===== config.mk =====
export PLATFORM = sky130hd
export DESIGN_NAME = mux_scan_nx1
export DESIGN_NICKNAME = d
export VERILOG_FILES = /design/src/rtl/mux_scan_nx1.sv
export SDC_FILE = /design/constraint.sdc
export NUM_CORES = 1
export LEC_CHECK = 0
export BUFFER_PORTS_ARGS = -buffer_cell sky130_fd_sc_hd__buf_2
export CORE_MARGIN = 2
export CORE_UTILIZATION = 46
export CTS_CLUSTER_SIZE = 16
export DETAILED_ROUTE_END_ITERATION = 16
export PLACE_DENSITY = 0.91
export REMOVE_ABC_BUFFERS = 1
export SYNTH_ARGS = -nofsm -noshare
export SYNTH_HDL_FRONTEND = slang
export SYNTH_SLANG_ARGS = --single-unit
export TNS_END_PERCENT = 5

===== constraint.sdc =====
create_clock -name clk -period 2.5 [get_ports clk]
set_clock_uncertainty 0.2 [all_clocks]
set_input_delay 0.125 -clock clk [delete_from_list [all_inputs] [get_ports clk]]
set_output_delay 0.125 -clock clk [all_outputs]
set_load 0.005 [all_outputs]

===== src/rtl/mux_scan_nx1.sv =====
// mux_scan_nx1: N-channel W-bit registered mux with manual/auto-scan select and valid/ready output
//   clk, rst (async, active-high) | en load enable | mode 0=manual sel, 1=auto-scan
//   sel manual channel | x packed inputs, channel i = x[i*W +: W] | out_rdy downstream ready
//   m registered data | m_vld m holds unconsumed data | ch channel m came from
//   ch_mask channel enable mask, present only when CH_MASK_EN is defined
module mux_scan_nx1 #(
  parameter int N = 4,
  parameter int W = 8,
  parameter int DWELL = 4,
  localparam int SELW = $clog2(N)
) (
  input  logic            clk,
  input  logic            rst,
  input  logic            en,
  input  logic            mode,
  input  logic [SELW-1:0] sel,
  input  logic [N*W-1:0]  x,
  input  logic            out_rdy,
  output logic [W-1:0]    m,
  output logic            m_vld,
  output logic [SELW-1:0] ch
`ifdef CH_MASK_EN
  ,
  input  logic [N-1:0]    ch_mask
`endif
);
  localparam int P = 1 << SELW;
  localparam int DWW = DWELL > 1 ? $clog2(DWELL) : 1;
  localparam logic [DWW-1:0] DLAST = DWW'(DWELL - 1);
  typedef enum logic [1:0] {IDLE, LOAD, HOLD} state_t;
  state_t state, state_nx;
  logic [SELW-1:0] scan_ptr, scan_nx, ptr, nxt;
  logic [DWW-1:0] dwell, dwell_nx, cnt;
  logic [N-1:0] mask_eff;
  logic [P-1:0] mask_pad;
  logic [W-1:0] pick;
  logic mode_q, hold, load, found;
`ifdef CH_MASK_EN
  assign mask_eff = ch_mask;
`else
  assign mask_eff = '1;
`endif
  // padding to 2**SELW makes out-of-range selects read as disabled channels
  assign mask_pad = P'(mask_eff);
  assign ptr = mode ? scan_ptr : sel;
  assign m_vld = state != IDLE;
  assign hold = m_vld && !out_rdy;
  assign load = en && mask_pad[ptr] && !hold;
  assign cnt = mode != mode_q ? '0 : dwell;
  always_comb begin
    pick = '0;
    for (int i = 0; i < N; i++)
      if (ptr == SELW'(i)) pick = x[i*W +: W];
  end
  always_comb begin
    nxt = scan_ptr;
    found = 1'b0;
    for (int k = 1; k <= N; k++)
      if (!found && mask_pad[(int'(scan_ptr) + k) % N]) begin
        nxt = SELW'((int'(scan_ptr) + k) % N);
        found = 1'b1;
      end
  end
  always_comb begin
    scan_nx = scan_ptr;
    dwell_nx = cnt;
    if (mode && !hold) begin
      if (!mask_pad[scan_ptr]) begin
        scan_nx = nxt;
        dwell_nx = '0;
      end else if (load) begin
        scan_nx = cnt == DLAST ? nxt : scan_ptr;
        dwell_nx = cnt == DLAST ? '0 : cnt + 1'b1;
      end
    end
  end
  always_comb begin
    state_nx = state;
    if (load) state_nx = LOAD;
    else if (m_vld) state_nx = out_rdy ? IDLE : HOLD;
  end
  always_ff @(posedge clk or posedge rst) begin
    if (rst) begin
      state <= IDLE;
      m <= '0;
      ch <= '0;
      scan_ptr <= '0;
      dwell <= '0;
      mode_q <= 1'b0;
    end else begin
      state <= state_nx;
      mode_q <= mode;
      scan_ptr <= scan_nx;
      dwell <= dwell_nx;
      if (load) begin
        m <= pick;
        ch <= ptr;
      end
    end
  end
endmodule


==> flow_metrics.py, run 1 <==
metrics = {
    "sta": {
        "finalCriticalPeriod_ns": 2.457,
        "fmax_ghz": 0.4070,
        "max_slew_margin": 0.5750,
        "timing.hold.ws_ns": 0.004160,
        "setup_tns_ns": 0,
        "finalSetupViolations": 0,
        "slew_viol_final": 0,
        "finalCritPeriodShare": 0.9829,
        "hold_viol": 0,
        "tightest_slew_ns": 0.6368,
    },
    "logic_synthesis": {
        "synthXorXnorAreaFrac": 0.03862,
        "yosys-top-cells-area": "dfrtp_1 (47%), mux2i_1 (8.8%), a221oi_1 (6.8%)",
        "synth_top_area_frac": 0.4690,
        "synthAdderAreaFrac": 0.01379,
        "syn_avg_cell_area_um2": 10.67,
        "synth_cell_type_count": 25,
        "syn_inst": 85,
        "synth_compound_area_frac": 0.2152,
        "async_reset_ff_frac": 1.000,
        "seq_area_frac_synth": 0.4690,
        "ys_ff_latch": 17,
        "synth_edf_count": 0,
        "synth_area_um2": 907.1,
        "synth_top_family_by_area": "compound AO/OA/AOI/OAI gates",
        "ys.flop_type": "dfrtp_1",
        "synth_mux_area_frac": 0.1172,
        "synth_common_cells": "dfrtp_1 (17), nor2_1 (13), mux2i_1 (8)",
        "synthSimpleGateAreaFrac": 0.1021,
        "synth_area_leader_cell": "dfrtp_1",
        "yosysWarnings": 0,
        "yosysMostFrequentCell": "dfrtp_1",
    },
    "floorplanning": {
        "core_um2": 1902,
        "initial_core_util": 0.4770,
        "io_pins": 50,
        "rows": 16,
        "die_h_um": 48.41,
        "die-area_um2": 2343,
        "die_width_um": 48.41,
    },
    "power_and_ir_drop": {
        "seqPwrFrac": 0.486,
        "p_comb_frac": 0.303,
        "power.density_nw_per_um2": 474.5,
        "power.leakage_nw": 0.7114,
        "ir_drop_v": 0.0002903,
        "netSwitchingFraction": 0.2924,
        "power_frac_clock": 0.211,
        "p_sw_mw": 0.2002,
        "power_mw": 0.6846,
        "p_int_mw": 0.4844,
    },
    "finish": {
        "antenna_cells": 0,
        "drive_above_1_share": 0.4125,
        "layout.nets": 201,
        "design_area_um2": 1443,
        "layout-area-overhead-vs-synth_pct": 59.03,
    },
    "setup_path": {
        "regToRegSetupSlack_ns": 0.18,
        "critical-path-top-delay-family": "buffers and inverters",
        "required_ns": 2.53,
        "r2r_cells": 6,
        "timing.rr.end": "m[6]",
        "crit_slowest_cell": "dlygate4sd3_1",
        "cpPeakStageDelay_ns": 0.60,
        "critPathBufInv": 3,
        "crit_top_cell": "dlygate4sd3_1",
        "cp-end-kind": "register",
        "worstPathMaxFanout": 14,
        "path_cells": "dlygate4sd3_1 > buf_2 > nor2b_2 > a32oi_2 > o22ai_1 > a221oi_1 > dlygate4sd3_1",
        "r2r_start": "state[0]",
        "cp-start-kind": "input port",
        "path_class": "input port to register",
        "cp_data_arrival_time_ns": 2.48,
    },
    "placed_design": {
        "placedInstanceArea_um2": 1169,
        "dp_hpwl_mm": 1.726,
        "port_buffers": 49,
        "place_congestion": 0.7964,
    },
    "clock_tree": {
        "clk_pin_slew_ns": 0.09,
        "cts.path.max_buffers": 2,
        "tritoncts": "yes",
        "cts_sinks": 17,
        "h-tree-depth": 1,
        "cts_inserted_buffers": 3,
        "clock_latency_ns": 0.29,
        "clk_root_buffer_cell": "clkbuf_4",
    },
    "worst_hold_path": {
        "min_from": "x[1]",
        "hold_class": "input port to register",
        "hold_depth": 3,
        "min_to": "m[1]",
    },
    "run": {
        "max-cap-violations": 0,
    },
    "global_routing": {
        "grt_pass1_vias": 1020,
        "grtUsageTotal": 0.2340,
        "gr-total-overflow": 0,
        "grt_max_degree": 18,
        "antenna_found_initial": 0,
        "grt_pass1_wl_mm": 4.312,
    },
    "detailed_routing": {
        "drtPass1Iterations": 4,
        "ant_nets": 0,
        "drt_wl_total_mm": 2.911,
        "first_iter_violations": 31,
        "route.vias.total": 1060,
        "routed_via_density": 5.668,
        "route.detailed.drc": 0,
        "wire_per_inst_um": 15.57,
    },
    "outcome": {
        "outcome": "complete, no violations",
    },
}
[through the flow]
| step | setup slack [ns] | util | cells |
|---|---|---|---|
| after detailed placement | 0.6870 | 0.6145 | 157 |
| after CTS | 0.03694 | 0.7237 | 179 |
| after floorplan | 0.7475 | - | 80 |
| final | 0.04272 | 0.7586 | 187 |
| after global placement | 0.7222 | 0.6145 | 157 |
| after global routing | -0.01429 | 0.7586 | 187 |
[registers in the layout, indices dropped and copies added (netlist names)]
| register | cells |
|---|---|
| ch | 2 |
| state | 2 |
| mode_q | 1 |
| m | 8 |
| scan_ptr | 2 |
| dwell | 2 |
[worst register-to-register path: cells and delay by family (launching register included)]
family	cells	cell delay [ns]
buffers and inverters	2	0.87
AO/OA/AOI/OAI	2	0.59
flip-flops	1	0.38
AND/OR/NAND/NOR	2	0.24
[metal layers]
metal  part of all wire  GRT usage  wire length [um]  vias up
li1                   -          -                 -      471
met1               0.39     0.2889              1138      497
met2               0.48     0.4097              1406       77
met3              0.093    0.03086               271       15
met4              0.033     0.1048                95        0
met5                  0          0                 0        -
[cell families (layout without fill, tap and decap cells)]
group | count (synthesis) | after routing
multiplexers | 10 | 10
AND/OR/NAND/NOR | 21 | 21
adder cells (fa/ha/maj) | 1 | 1
buffers and inverters | 9 | 83
AO/OA/AOI/OAI | 23 | 24
flip-flops | 17 | 17
XOR/XNOR | 4 | 4
[final cells by class]
| class | count | area, um^2 |
|---|---|---|
| inverter | 4 | 15.01 |
| fill | 131 | 459.2 |
| timing repair buffer | 75 | 488.0 |
| multi-input combinational | 60 | 452.9 |
| sequential | 17 | 425.4 |
| clock buffer | 3 | 22.52 |
| clock inverter | 1 | 5.005 |
| tap | 27 | 33.78 |
[layout by cell type, fill, tap and decap left out, types with 2 or more instances in the layout]
cell type,count
dfrtp_1,17
and2_1,3
o22ai_1,7
inv_1,4
dlygate4sd3_1,19
mux2i_1,8
buf_2,49
nor2_1,13
a221oi_1,7
nand2_1,2
a21oi_1,2
clkbuf_4,3
buf_4,7
a32o_1,2
xnor2_1,4
[worst max-delay path by stage]
| stage | start | end | slack (ns) | cells after the start |
|---|---|---|---|---|
| floorplan | state[0] | m[1] | 0.75 | 4 |
| global placement | mode | m[0] | 0.72 | 5 |
| detailed placement | mode | m[0] | 0.69 | 5 |
| CTS | mode | m[6] | 0.04 | 7 |
| global route | mode | m[6] | -0.01 | 7 |
| finish | mode | m[6] | 0.04 | 7 |
[power by group through the flow]
stage / Combinational, mW / Sequential (mW) / Clock [mW]
finish: 0.208 / 0.333 / 0.144
global route: 0.229 / 0.337 / 0.160
CTS: 0.192 / 0.330 / 0.148
detailed placement: 0.163 / 0.335 / 0
global placement: 0.157 / 0.335 / 0
floorplan: 0.0793 / 0.336 / 0
[what timing repair did]
item | in CTS | in global routing
hold endpoints to repair | 26 | 1
gates resized for setup | 0 | 1
buffers inserted | 0 | 6
setup endpoints to repair | 0 | 4
hold buffers | 18 | 1
Power figures use the tool's default switching activity.
==> run 2, diff against run 1 <==
ABC_AREA = 1   (was default)
CORE_UTILIZATION = 51   (was 46)
CTS_BUF_LIST = sky130_fd_sc_hd__clkbuf_8   (was default)
PLACE_DENSITY = 0.95   (was 0.91)
==> run 2 against run 1 <==
The run now ends with negative hold slack left. Sequential power about the same. Clock power increased by 41%. Synthesized cell count rose by 62%. Combinational power increased by 3%. Sequential share of layout area increased by 1.1 points. Worst setup slack improved by 0.41 ns. Via count up 7.0%. Fmax is 20% higher. Die area up 6.2%. Global-route usage increased by 1.0 points. Synthesized area up 18%. First-iteration DRC count grew 3.2%. Critical path type unchanged.
==> flow_metrics.py, run 2 <==
metrics = {
    "outcome": {
        "outcome": "complete, but fails checks",
        "violations": "negative hold slack",
    },
    "clock_tree": {
        "clk_pin_slew_ns": 0.07,
        "cts.path.max_buffers": 2,
        "tritoncts": "yes",
        "h-tree-depth": 1,
        "cts_inserted_buffers": 3,
        "cts_setup_buffers": 0,
        "clock_latency_ns": 0.25,
        "clk_root_buffer_cell": "clkbuf_8",
        "cts_sinks": 17,
    },
    "global_routing": {
        "grt_pass1_vias": 1058,
        "grtUsageTotal": 0.2442,
        "grt_max_degree": 20,
        "gr-total-overflow": 0,
        "antenna_found_initial": 0,
        "grt_pass1_wl_mm": 4.512,
    },
    "power_and_ir_drop": {
        "power.density_nw_per_um2": 540.9,
        "power_mw": 0.7519,
        "power.leakage_nw": 0.7876,
        "ir_drop_v": 0.0002970,
    },
    "logic_synthesis": {
        "synth_common_cells": "nand2_1 (41), nand3_1 (20), dfrtp_1 (17)",
        "synth_area_um2": 1074,
        "yosysMostFrequentCell": "nand2_1",
        "synth_cell_type_count": 21,
        "synth_top_area_frac": 0.3963,
        "synth_edf_count": 0,
        "ys.flop_type": "dfrtp_1",
        "ys_ff_latch": 17,
        "seq_area_frac_synth": 0.3963,
        "yosys-top-cells-area": "dfrtp_1 (40%), nand2_1 (14%), nand3_1 (9.3%)",
        "yosysWarnings": 0,
        "synth_area_leader_cell": "dfrtp_1",
        "syn_inst": 138,
        "syn_avg_cell_area_um2": 7.779,
        "async_reset_ff_frac": 1.000,
    },
    "finish": {
        "layout.nets": 230,
        "largest_register": "m",
        "largest_reg_flops": 8,
        "final_cell_mix": "buf_2 (49), nand2_1 (41), nand3_1 (20)",
        "mostFrequentLayoutCell": "buf_2",
        "drive_above_1_share": 0.3492,
        "design_area_um2": 1390,
        "fin_cells": 216,
        "antenna_cells": 0,
        "layout-area-overhead-vs-synth_pct": 29.49,
    },
    "setup_path": {
        "regToRegSetupSlack_ns": 0.47,
        "cp-start-kind": "input port",
        "cp-end-kind": "register",
        "required_ns": 2.42,
        "cp_data_arrival_time_ns": 1.98,
        "worstPathMaxFanout": 13,
        "path_class": "input port to register",
    },
    "detailed_routing": {
        "drtPass1Iterations": 6,
        "wire_per_inst_um": 13.54,
        "ant_nets": 0,
        "route.vias.total": 1134,
        "drt_wl_total_mm": 2.924,
        "route.detailed.drc": 0,
        "first_iter_violations": 32,
        "routed_via_density": 5.250,
    },
    "floorplanning": {
        "initial_core_util": 0.5417,
        "die_h_um": 49.88,
        "die-area_um2": 2488,
        "io_pins": 50,
        "rows": 16,
        "core_um2": 1982,
        "die_width_um": 49.88,
    },
    "placed_design": {
        "port_buffers": 49,
        "dp_hpwl_mm": 2.084,
        "place_congestion": 0.8137,
        "place_inst": 208,
        "dpl_worst_slack_ns": 0.3313,
        "placedInstanceArea_um2": 1300,
    },
    "sta": {
        "setup_tns_ns": 0,
        "hold_viol": 1,
        "setup_ws_ns": 0.4479,
        "tightest_slew_ns": 0.6255,
        "finalCriticalPeriod_ns": 2.052,
        "fmax_ghz": 0.4873,
        "rsz0062_at_grt": "no",
        "finalCritPeriodShare": 0.8208,
        "slew_viol_final": 0,
        "timing.hold.ws_ns": -0.005915,
        "finalSetupViolations": 0,
        "max_slew_margin": 0.5825,
    },
    "worst_hold_path": {
        "hold_class": "input port to register",
    },
    "run": {
        "max-cap-violations": 0,
    },
}
run 2: cell count changes after synthesis, moves of 6 or more:
cell	before	now
a221oi_1	7	0
inv_1	4	16
mux2i_1	8	0
nand2_1	2	41
nand3_1	1	20
nand4_1	1	7
nor2_1	13	5
o21ai_0	0	8
o22ai_1	7	0
run 2: layer usage:
layer,vias to the layer above,share of wire,GRT usage
met3,12,0.042,0.01818
met5,-,0,0
li1,541,-,-
met4,0,0.035,0.1157
met1,529,0.38,0.2778
met2,52,0.54,0.4556
run 2: cell type report:
| cell class | count | area (um^2) |
|---|---|---|
| sequential | 17 | 425.4 |
| timing repair buffer | 53 | 285.3 |
| inverter | 18 | 72.57 |
| multi-input combinational | 97 | 526.8 |
| tap | 27 | 33.78 |
| clock buffer | 3 | 41.29 |
| fill | 161 | 591.8 |
| clock inverter | 1 | 5.005 |
run 2: report_power, final:
part	internal, mW	switching, mW
clock	0.110	0.0929
combinational	0.0890	0.126
sequential	0.314	0.0197
total	0.513	0.239
run 2: metrics by stage:
stage	util	hold WS [ns]
finish	0.7014	-0.005915
global route	0.7014	0.01623
global placement	0.6559	0.01330
CTS	0.6995	0.002342
floorplan	-	-0.1489
detailed placement	0.6559	0.03900
run 2: logic make-up after synthesis:
kind of cell,share of synthesized area
compound gates,0.06644
xor+xnor,0.02448
fa+ha+maj,0.01165
buf+inv,0.1165
flops,0.3963
simple gates,0.3846
run 2: path summary, 6_finish.rpt:
kind,from,cells after the start,endpoint
worst max-delay path,out_rdy,8,scan_ptr[1]
worst min-delay path,x[25],5,m[1]
worst max register to register,state[0],6,scan_ptr[1]
worst min register to register,m[6],2,m[6]
max in group asynchronous,rst,3,mode_q
min in group asynchronous,rst,3,m[3]
run 2: what timing repair did:
item | CTS | global route
resized for setup | 0 | 1
endpoints found under the setup margin | 0 | 3
hold buffers | 4 | 0
endpoints found under the hold margin | 20 | 0
run 2: worst max-delay path, cell delays in order:
cell and delay (ns):
dlygate4sd3_1 0.53, buf_2 0.13, o21ai_2 0.43, inv_1 0.34, nand3_1 0.24, nor2_1 0.06, nand2_1 0.06, nand2_1 0.05
